<file path="src/rtl/mul_pkg.sv">
// -----------------------------------------------------------------------------
// mul_pkg
// Shared definitions for the signed multiply sequencer:
//   - state_t            : sequencer FSM states
//   - DEF_WIDTH          : default operand width
//   - DEF_TIMEOUT_CYCLES : default WAIT timeout (used with MUL_TIMEOUT_EN)
//   - abs_mag()          : unsigned magnitude of a sign-extended operand
// -----------------------------------------------------------------------------
package mul_pkg;

  localparam int DEF_WIDTH          = 8;
  localparam int DEF_TIMEOUT_CYCLES = 64;

  // Operands are sign-extended to this width before taking the magnitude,
  // so operand widths up to MAG_MAX_W are supported.
  localparam int MAG_MAX_W = 32;

  typedef enum logic [2:0] {
    ST_IDLE    = 3'd0,
    ST_LATCH   = 3'd1,
    ST_ISSUE   = 3'd2,
    ST_WAIT    = 3'd3,
    ST_PUBLISH = 3'd4,
    ST_ERR     = 3'd5
  } state_t;

  // Magnitude of a sign-extended two's-complement value. The caller truncates
  // the result to its own width; the most negative operand then maps to its
  // own bit pattern (e.g. -128 -> 0x80 on 8 bits), which is the correct
  // unsigned magnitude.
  function automatic logic [MAG_MAX_W-1:0] abs_mag(input logic [MAG_MAX_W-1:0] x);
    logic [MAG_MAX_W-1:0] neg;
    neg = -x;
    return x[MAG_MAX_W-1] ? neg : x;
  endfunction

endpackage

</file>
<file path="src/rtl/mul_operand_latch.sv">
// -----------------------------------------------------------------------------
// mul_operand_latch
// Registers one signed operand on load and presents its sign bit and unsigned
// magnitude. Both outputs hold until the next load.
//
// Ports:
//   clk      in   system clock
//   rst      in   asynchronous active-high reset (outputs -> 0)
//   load     in   capture operand this cycle
//   operand  in   [WIDTH] two's-complement operand
//   sgn      out  captured sign bit
//   mag      out  [WIDTH] captured unsigned magnitude
// -----------------------------------------------------------------------------
module mul_operand_latch
  import mul_pkg::*;
#(
  parameter int WIDTH = DEF_WIDTH
) (
  input  logic             clk,
  input  logic             rst,
  input  logic             load,
  input  logic [WIDTH-1:0] operand,
  output logic             sgn,
  output logic [WIDTH-1:0] mag
);

  always_ff @(posedge clk or posedge rst) begin
    if (rst) begin
      sgn <= 1'b0;
      mag <= '0;
    end else if (load) begin
      sgn <= operand[WIDTH-1];
      mag <= WIDTH'(abs_mag(MAG_MAX_W'(signed'(operand))));
    end
  end

endmodule

</file>
<file path="src/rtl/mul_sequencer.sv">
// -----------------------------------------------------------------------------
// mul_sequencer
// Sequences one signed WIDTHxWIDTH multiply on an external unsigned
// multiplier: latches both operands, issues a one-cycle load with the operand
// magnitudes, waits for the rising edge of mul_done and publishes the signed
// 2*WIDTH result together with its magnitude and sign.
//
// Compile-time option:
//   MUL_TIMEOUT_EN  when defined, WAIT aborts to ERR after TIMEOUT_CYCLES
//                   cycles without a completion edge and sets the sticky
//                   error flag. When undefined, WAIT waits forever and error
//                   is tied low.
//
// Ports:
//   clk           in   system clock
//   rst           in   asynchronous active-high reset
//   req           in   one-cycle request pulse
//   num1, num2    in   [WIDTH] signed operands
//   mul_a, mul_b  out  [WIDTH] operand magnitudes to the multiplier
//   mul_load      out  one-cycle start pulse to the multiplier
//   mul_done      in   multiplier done level
//   mul_result    in   [2*WIDTH] unsigned product
//   product_mag   out  [2*WIDTH] magnitude of the last result
//   product       out  [2*WIDTH] two's-complement last result
//   sign          out  last result is negative
//   result_valid  out  one-cycle pulse when results are published
//   busy          out  high in every state except IDLE
//   error         out  sticky timeout flag (cleared by rst only)
// -----------------------------------------------------------------------------
module mul_sequencer
  import mul_pkg::*;
#(
  parameter int WIDTH          = DEF_WIDTH,
  parameter int TIMEOUT_CYCLES = DEF_TIMEOUT_CYCLES
) (
  input  logic               clk,
  input  logic               rst,
  input  logic               req,
  input  logic [WIDTH-1:0]   num1,
  input  logic [WIDTH-1:0]   num2,
  output logic [WIDTH-1:0]   mul_a,
  output logic [WIDTH-1:0]   mul_b,
  output logic               mul_load,
  input  logic               mul_done,
  input  logic [2*WIDTH-1:0] mul_result,
  output logic [2*WIDTH-1:0] product_mag,
  output logic [2*WIDTH-1:0] product,
  output logic               sign,
  output logic               result_valid,
  output logic               busy,
  output logic               error
);

  state_t state, state_next;
  logic   pending, pending_next;
  logic   done_prev;
  logic   done_edge;
  logic   latch_en;
  logic   capture;
  logic   timeout;
  logic   res_sign;

  // ---------------------------------------------------------------------------
  // Operand latches: index 0 is operand A (num1), index 1 is operand B (num2)
  // ---------------------------------------------------------------------------
  logic [1:0][WIDTH-1:0] op_in;
  logic [1:0][WIDTH-1:0] op_mag;
  logic [1:0]            op_sgn;

  assign op_in[0] = num1;
  assign op_in[1] = num2;

  for (genvar gi = 0; gi < 2; gi++) begin : g_operand
    mul_operand_latch #(
      .WIDTH(WIDTH)
    ) u_latch (
      .clk     (clk),
      .rst     (rst),
      .load    (latch_en),
      .operand (op_in[gi]),
      .sgn     (op_sgn[gi]),
      .mag     (op_mag[gi])
    );
  end

  assign mul_a = op_mag[0];
  assign mul_b = op_mag[1];

  // Only a low-to-high transition counts as completion; a done level left
  // over from a previous operation is not mistaken for a new result.
  assign done_edge = mul_done & ~done_prev;

  // ---------------------------------------------------------------------------
  // Optional WAIT timeout
  // ---------------------------------------------------------------------------
`ifdef MUL_TIMEOUT_EN
  localparam int TIMER_W = $clog2(TIMEOUT_CYCLES + 1);

  logic [TIMER_W-1:0] timer;

  // Counts cycles spent in WAIT; reaches TIMEOUT_CYCLES-1 on the last cycle
  // before the abort edge.
  always_ff @(posedge clk or posedge rst) begin
    if (rst) begin
      timer <= '0;
    end else if (state != ST_WAIT) begin
      timer <= '0;
    end else begin
      timer <= timer + 1'b1;
    end
  end

  assign timeout = (state == ST_WAIT) && (timer == TIMER_W'(TIMEOUT_CYCLES - 1));

  // Raised on the edge that enters ERR and held until reset.
  always_ff @(posedge clk or posedge rst) begin
    if (rst) begin
      error <= 1'b0;
    end else if (state_next == ST_ERR) begin
      error <= 1'b1;
    end
  end
`else
  // Keeps the timeout parameter referenced in builds without the counter.
  logic unused_timeout_cfg;
  assign unused_timeout_cfg = (TIMEOUT_CYCLES > 0);

  assign timeout = 1'b0;
  assign error   = 1'b0;
`endif

  // ---------------------------------------------------------------------------
  // FSM state, pending flag and done-edge register
  // ---------------------------------------------------------------------------
  always_ff @(posedge clk or posedge rst) begin
    if (rst) begin
      state     <= ST_IDLE;
      pending   <= 1'b0;
      done_prev <= 1'b0;
    end else begin
      state     <= state_next;
      pending   <= pending_next;
      done_prev <= mul_done;
    end
  end

  always_comb begin
    state_next   = state;
    pending_next = pending;
    latch_en     = 1'b0;
    capture      = 1'b0;
    mul_load     = 1'b0;
    result_valid = 1'b0;
    busy         = (state != ST_IDLE);

    // A request arriving while an operation is in flight is remembered once;
    // further requests before it is serviced are dropped.
    if (state != ST_IDLE && req) begin
      pending_next = 1'b1;
    end

    case (state)
      ST_IDLE: begin
        pending_next = 1'b0;
        if (req || pending) begin
          state_next = ST_LATCH;
        end
      end
      ST_LATCH: begin
        latch_en   = 1'b1;
        state_next = ST_ISSUE;
      end
      ST_ISSUE: begin
        mul_load   = 1'b1;
        state_next = ST_WAIT;
      end
      ST_WAIT: begin
        if (done_edge) begin
          capture    = 1'b1;
          state_next = ST_PUBLISH;
        end else if (timeout) begin
          state_next = ST_ERR;
        end
      end
      ST_PUBLISH: begin
        result_valid = 1'b1;
        state_next   = ST_IDLE;
      end
      ST_ERR: begin
        state_next = ST_IDLE;
      end
      default: begin
        state_next = ST_IDLE;
      end
    endcase
  end

  // ---------------------------------------------------------------------------
  // Result registers: loaded on the completion edge so that they are already
  // valid during the PUBLISH cycle that pulses result_valid.
  // ---------------------------------------------------------------------------
  // A zero product is never reported as negative.
  assign res_sign = (op_sgn[0] ^ op_sgn[1]) && (mul_result != '0);

  always_ff @(posedge clk or posedge rst) begin
    if (rst) begin
      product_mag <= '0;
      product     <= '0;
      sign        <= 1'b0;
    end else if (capture) begin
      product_mag <= mul_result;
      product     <= res_sign ? -mul_result : mul_result;
      sign        <= res_sign;
    end
  end

endmodule

</file>
<file path="config.mk">
export PLATFORM = sky130hd
export DESIGN_NAME = mul_sequencer
export DESIGN_NICKNAME = d
export VERILOG_FILES = /design/src/rtl/mul_pkg.sv /design/src/rtl/mul_operand_latch.sv /design/src/rtl/mul_sequencer.sv
export SDC_FILE = /design/constraint.sdc
export NUM_CORES = 1
export LEC_CHECK = 0
export BUFFER_PORTS_ARGS = -buffer_cell sky130_fd_sc_hd__buf_2
export CAP_MARGIN = 25
export CORE_MARGIN = 1.5
export CORE_UTILIZATION = 52
export CTS_BUF_LIST = sky130_fd_sc_hd__clkbuf_2
export CTS_CLUSTER_DIAMETER = 200
export DETAILED_ROUTE_END_ITERATION = 12
export GPL_TIMING_DRIVEN = 1
export PLACE_DENSITY = 0.81
export SYNTH_ARGS = -nofsm -noshare
export SYNTH_HDL_FRONTEND = slang
export SYNTH_SLANG_ARGS = --single-unit
export TNS_END_PERCENT = 100
</file>
<file path="constraint.sdc">
create_clock -name clk -period 2 [get_ports clk]
set_clock_uncertainty 0.05 [all_clocks]
set_input_delay 0.4 -clock clk [delete_from_list [all_inputs] [get_ports clk]]
set_output_delay 0.4 -clock clk [all_outputs]
set_load 0.03 [all_outputs]
</file>
==> reports/metrics.csv <==
metric,value,unit
status,"complete, no violations",
cp-end-kind,output port,
crit_cells,2,
critPathArrivalTime,1.49,ns
cp_data_required_time,1.55,ns
synth.most_common_cell,nand2_1,
slowest_delay,0.51,ns
vias_per_cell,5.026,
routabilityCongestion,0.8524,
grt_pass1_vias,2090,
cts_tree,done,
cp_max_fo,5,
ys_types,46,
root_buffer,clkbuf_2,
slew_headroom,63.52,%
synthToLayoutAreaGrowth,23.75,%
core-area,5107,um^2
synth_seq_cells,55,
final_nets,423,
initialDrtViolationCount,151,
fp.dieH,75.66,um
die_w,75.66,um
yosys.area.top_type,dfrtp_1,
synth.area.top_cells,"dfrtp_1 (50%), nand2_1 (9.0%), xor2_1 (5.7%)",
switchingPower,2.521,mW
p_seq_share,36.3,%
crit_chain,or3_4 > buf_6,
port-buffer-count,87,
synth-edff-count,0,
cts_buffers,5,
p_int,2.652,mW
grt_pass1_wl,9597,um
routed_wl,5944,um
finalSetupViolCount,0,
whs_path_depth,2,
antenna_found_initial,0,
drt-pass1-iter-count,4,
drtAntennaViolNets,0,
hold_violations,0,
grt_max_degree,34,
wire_per_inst,13.06,um
power_frac_comb,55.7,%
htreeDepth,2,
finish.utilization,66.51,%
cts.sinks,55,
power.clock.fraction,8.0,%
fin_crit_sh,97.12,%
syn-num-nets,328,
cts.clk_slew.worst_paths,0.25,ns
grt-ovfl-total,0,
rows,26,
timing.final.max_slew_violations,0,
p_leak,1.725,nW
globalRouteTotalUtil,21.95,%
hpwl,4528,um
reg2reg_slack,0.38,ns
timing.final.crit_period,1.942,ns
syn-cell-area,2745,um^2
start_util,53.75,%
power.density,1523,nW/um^2
vias,2287,
reg2reg_depth,6,
fin_hold_ws,0.1187,ns
critPathKind,reg -> out,
worst_pin_slew,0.5466,ns
synth_top_area_share,50.14,%
drive_gt1_share,33.25,%
synthFlopType,dfrtp_1,
slowest_stage,dfrtp_2,
sw_frac_of_total,48.73,%
synth_area_per_cell,9.499,um^2
ys_warn_count,0,
hold_class,in -> reg,
ir_drop,0.8774,mV
die-area,5724,um^2
maxCapViolCount,0,
antenna_cells,0,
cp.buffers_inverters,1,
crit_family,flip-flops,
fmax,0.5148,GHz
yosys-top-cells-count,"nand2_1 (66), dfrtp_1 (55), nor2_1 (22), xor2_1 (18), a21oi_1 (15)",
worstSetupStartpointType,flop,
clock_latency,0.43,ns
drcViolationCount,0,
clk_path_buf_depth,2,
async_flop_share,100.0,%
syn_inst,289,
num_io_pins,89,
synth.yosys.seq_area_share,50.14,%
-- registers in the layout, summed over array words and instances (netlist names) --
name                   flops
g_operand.u_latch.sgn      2
product_mag               16
sign                       1
g_operand.u_latch.mag     16
done_prev                  1
product                   15
state                      3
pending                    1
-- worst reg2reg max path, delay by kind of cell, from the launching register on --
| family | cells | cell delay (ns) |
|---|---|---|
| and+or+nand+nor | 4 | 0.55 |
| DFF | 1 | 0.51 |
| AOI/OAI and AO/OA | 1 | 0.24 |
| buffers and inverters | 1 | 0.23 |
-- timing repair --
item,4_1_cts,5_1_grt
endpoints found under the setup margin,0,2
buffers inserted,0,1
hold endpoints to repair,20,1
gates resized for setup,0,6
hold buffers,1,1
-- cells by family (layout without fill, tap and decap cells) --
group / after synthesis / in the layout / share of synthesized area, %
AND/OR/NAND/NOR: 125 / 125 / 23.38
flip-flops: 55 / 55 / 50.14
AO/OA/AOI/OAI: 46 / 46 / 10.12
buffers and inverters: 27 / 123 / 4.147
XOR/XNOR: 25 / 25 / 7.976
multiplexers: 7 / 7 / 2.735
adder cells (fa/ha/maj): 3 / 3 / 1.368
other: 1 / 1 / 0.1366
-- through the flow --
step	setup TNS, ns	area, um^2	power [mW]	std cells	setup slack [ns]
final	0	3397	5.172	455	0.05750
after global routing	-0.01859	3397	5.612	455	-0.01859
after CTS	0	3366	5.178	453	0.003931
after detailed placement	0	3318	4.770	444	0.03978
after global placement	0	3318	4.693	444	0.05953
after floorplan	0	2745	3.943	289	0.2071
-- final timing paths --
path / from / endpoint
worst max register to register: state[0] / product[15]
min in group asynchronous: rst / pending
worst min-delay path: req / pending
worst min register to register: product[8] / product[8]
worst max-delay path: state[2] / busy
max in group asynchronous: rst / product_mag[14]
-- cell usage in the layout, fill, tap and decap left out, drive strengths merged, types with 3 or more instances in the layout --
cell / instances
or3: 5
nor3: 4
nor4: 4
buf: 101
nand2b: 3
o21ai: 18
o31ai: 4
ha: 3
mux2: 4
mux2i: 3
nand2: 68
xnor2: 7
clkbuf: 6
nor2: 22
nand3: 7
inv: 12
dfrtp: 55
xor2: 18
a21oi: 15
-- power groups by stage --
stage / clock [mW] / combinational, mW / sequential, mW
floorplan: 0 / 1.22 / 2.73
global placement: 0 / 2.81 / 1.88
detailed placement: 0 / 2.88 / 1.89
CTS: 0.425 / 2.88 / 1.87
global route: 0.475 / 3.18 / 1.96
finish: 0.416 / 2.88 / 1.88
-- per-layer routing --
| metal | GRT usage, % | part of all wire (%) | up-vias |
|---|---|---|---|
| met5 | 0 | 0 | - |
| met4 | 6.548 | 1.3 | 0 |
| met3 | 5.291 | 5.6 | 10 |
| met2 | 34.70 | 49 | 65 |
| met1 | 30.24 | 44 | 1067 |
| li1 | - | - | 1145 |
-- area by class of cell --
| type | count | area (um^2) |
|---|---|---|
| flip-flops and latches | 55 | 1379 |
| well taps | 70 | 87.58 |
| multi-input cells | 207 | 1269 |
| repair buffers | 103 | 579.3 |
| clock buffers | 6 | 30.03 |
| inverters | 12 | 45.04 |
| fillers | 449 | 1710 |
| clock inverters | 2 | 7.507 |
(Power assumes the default switching activity.)
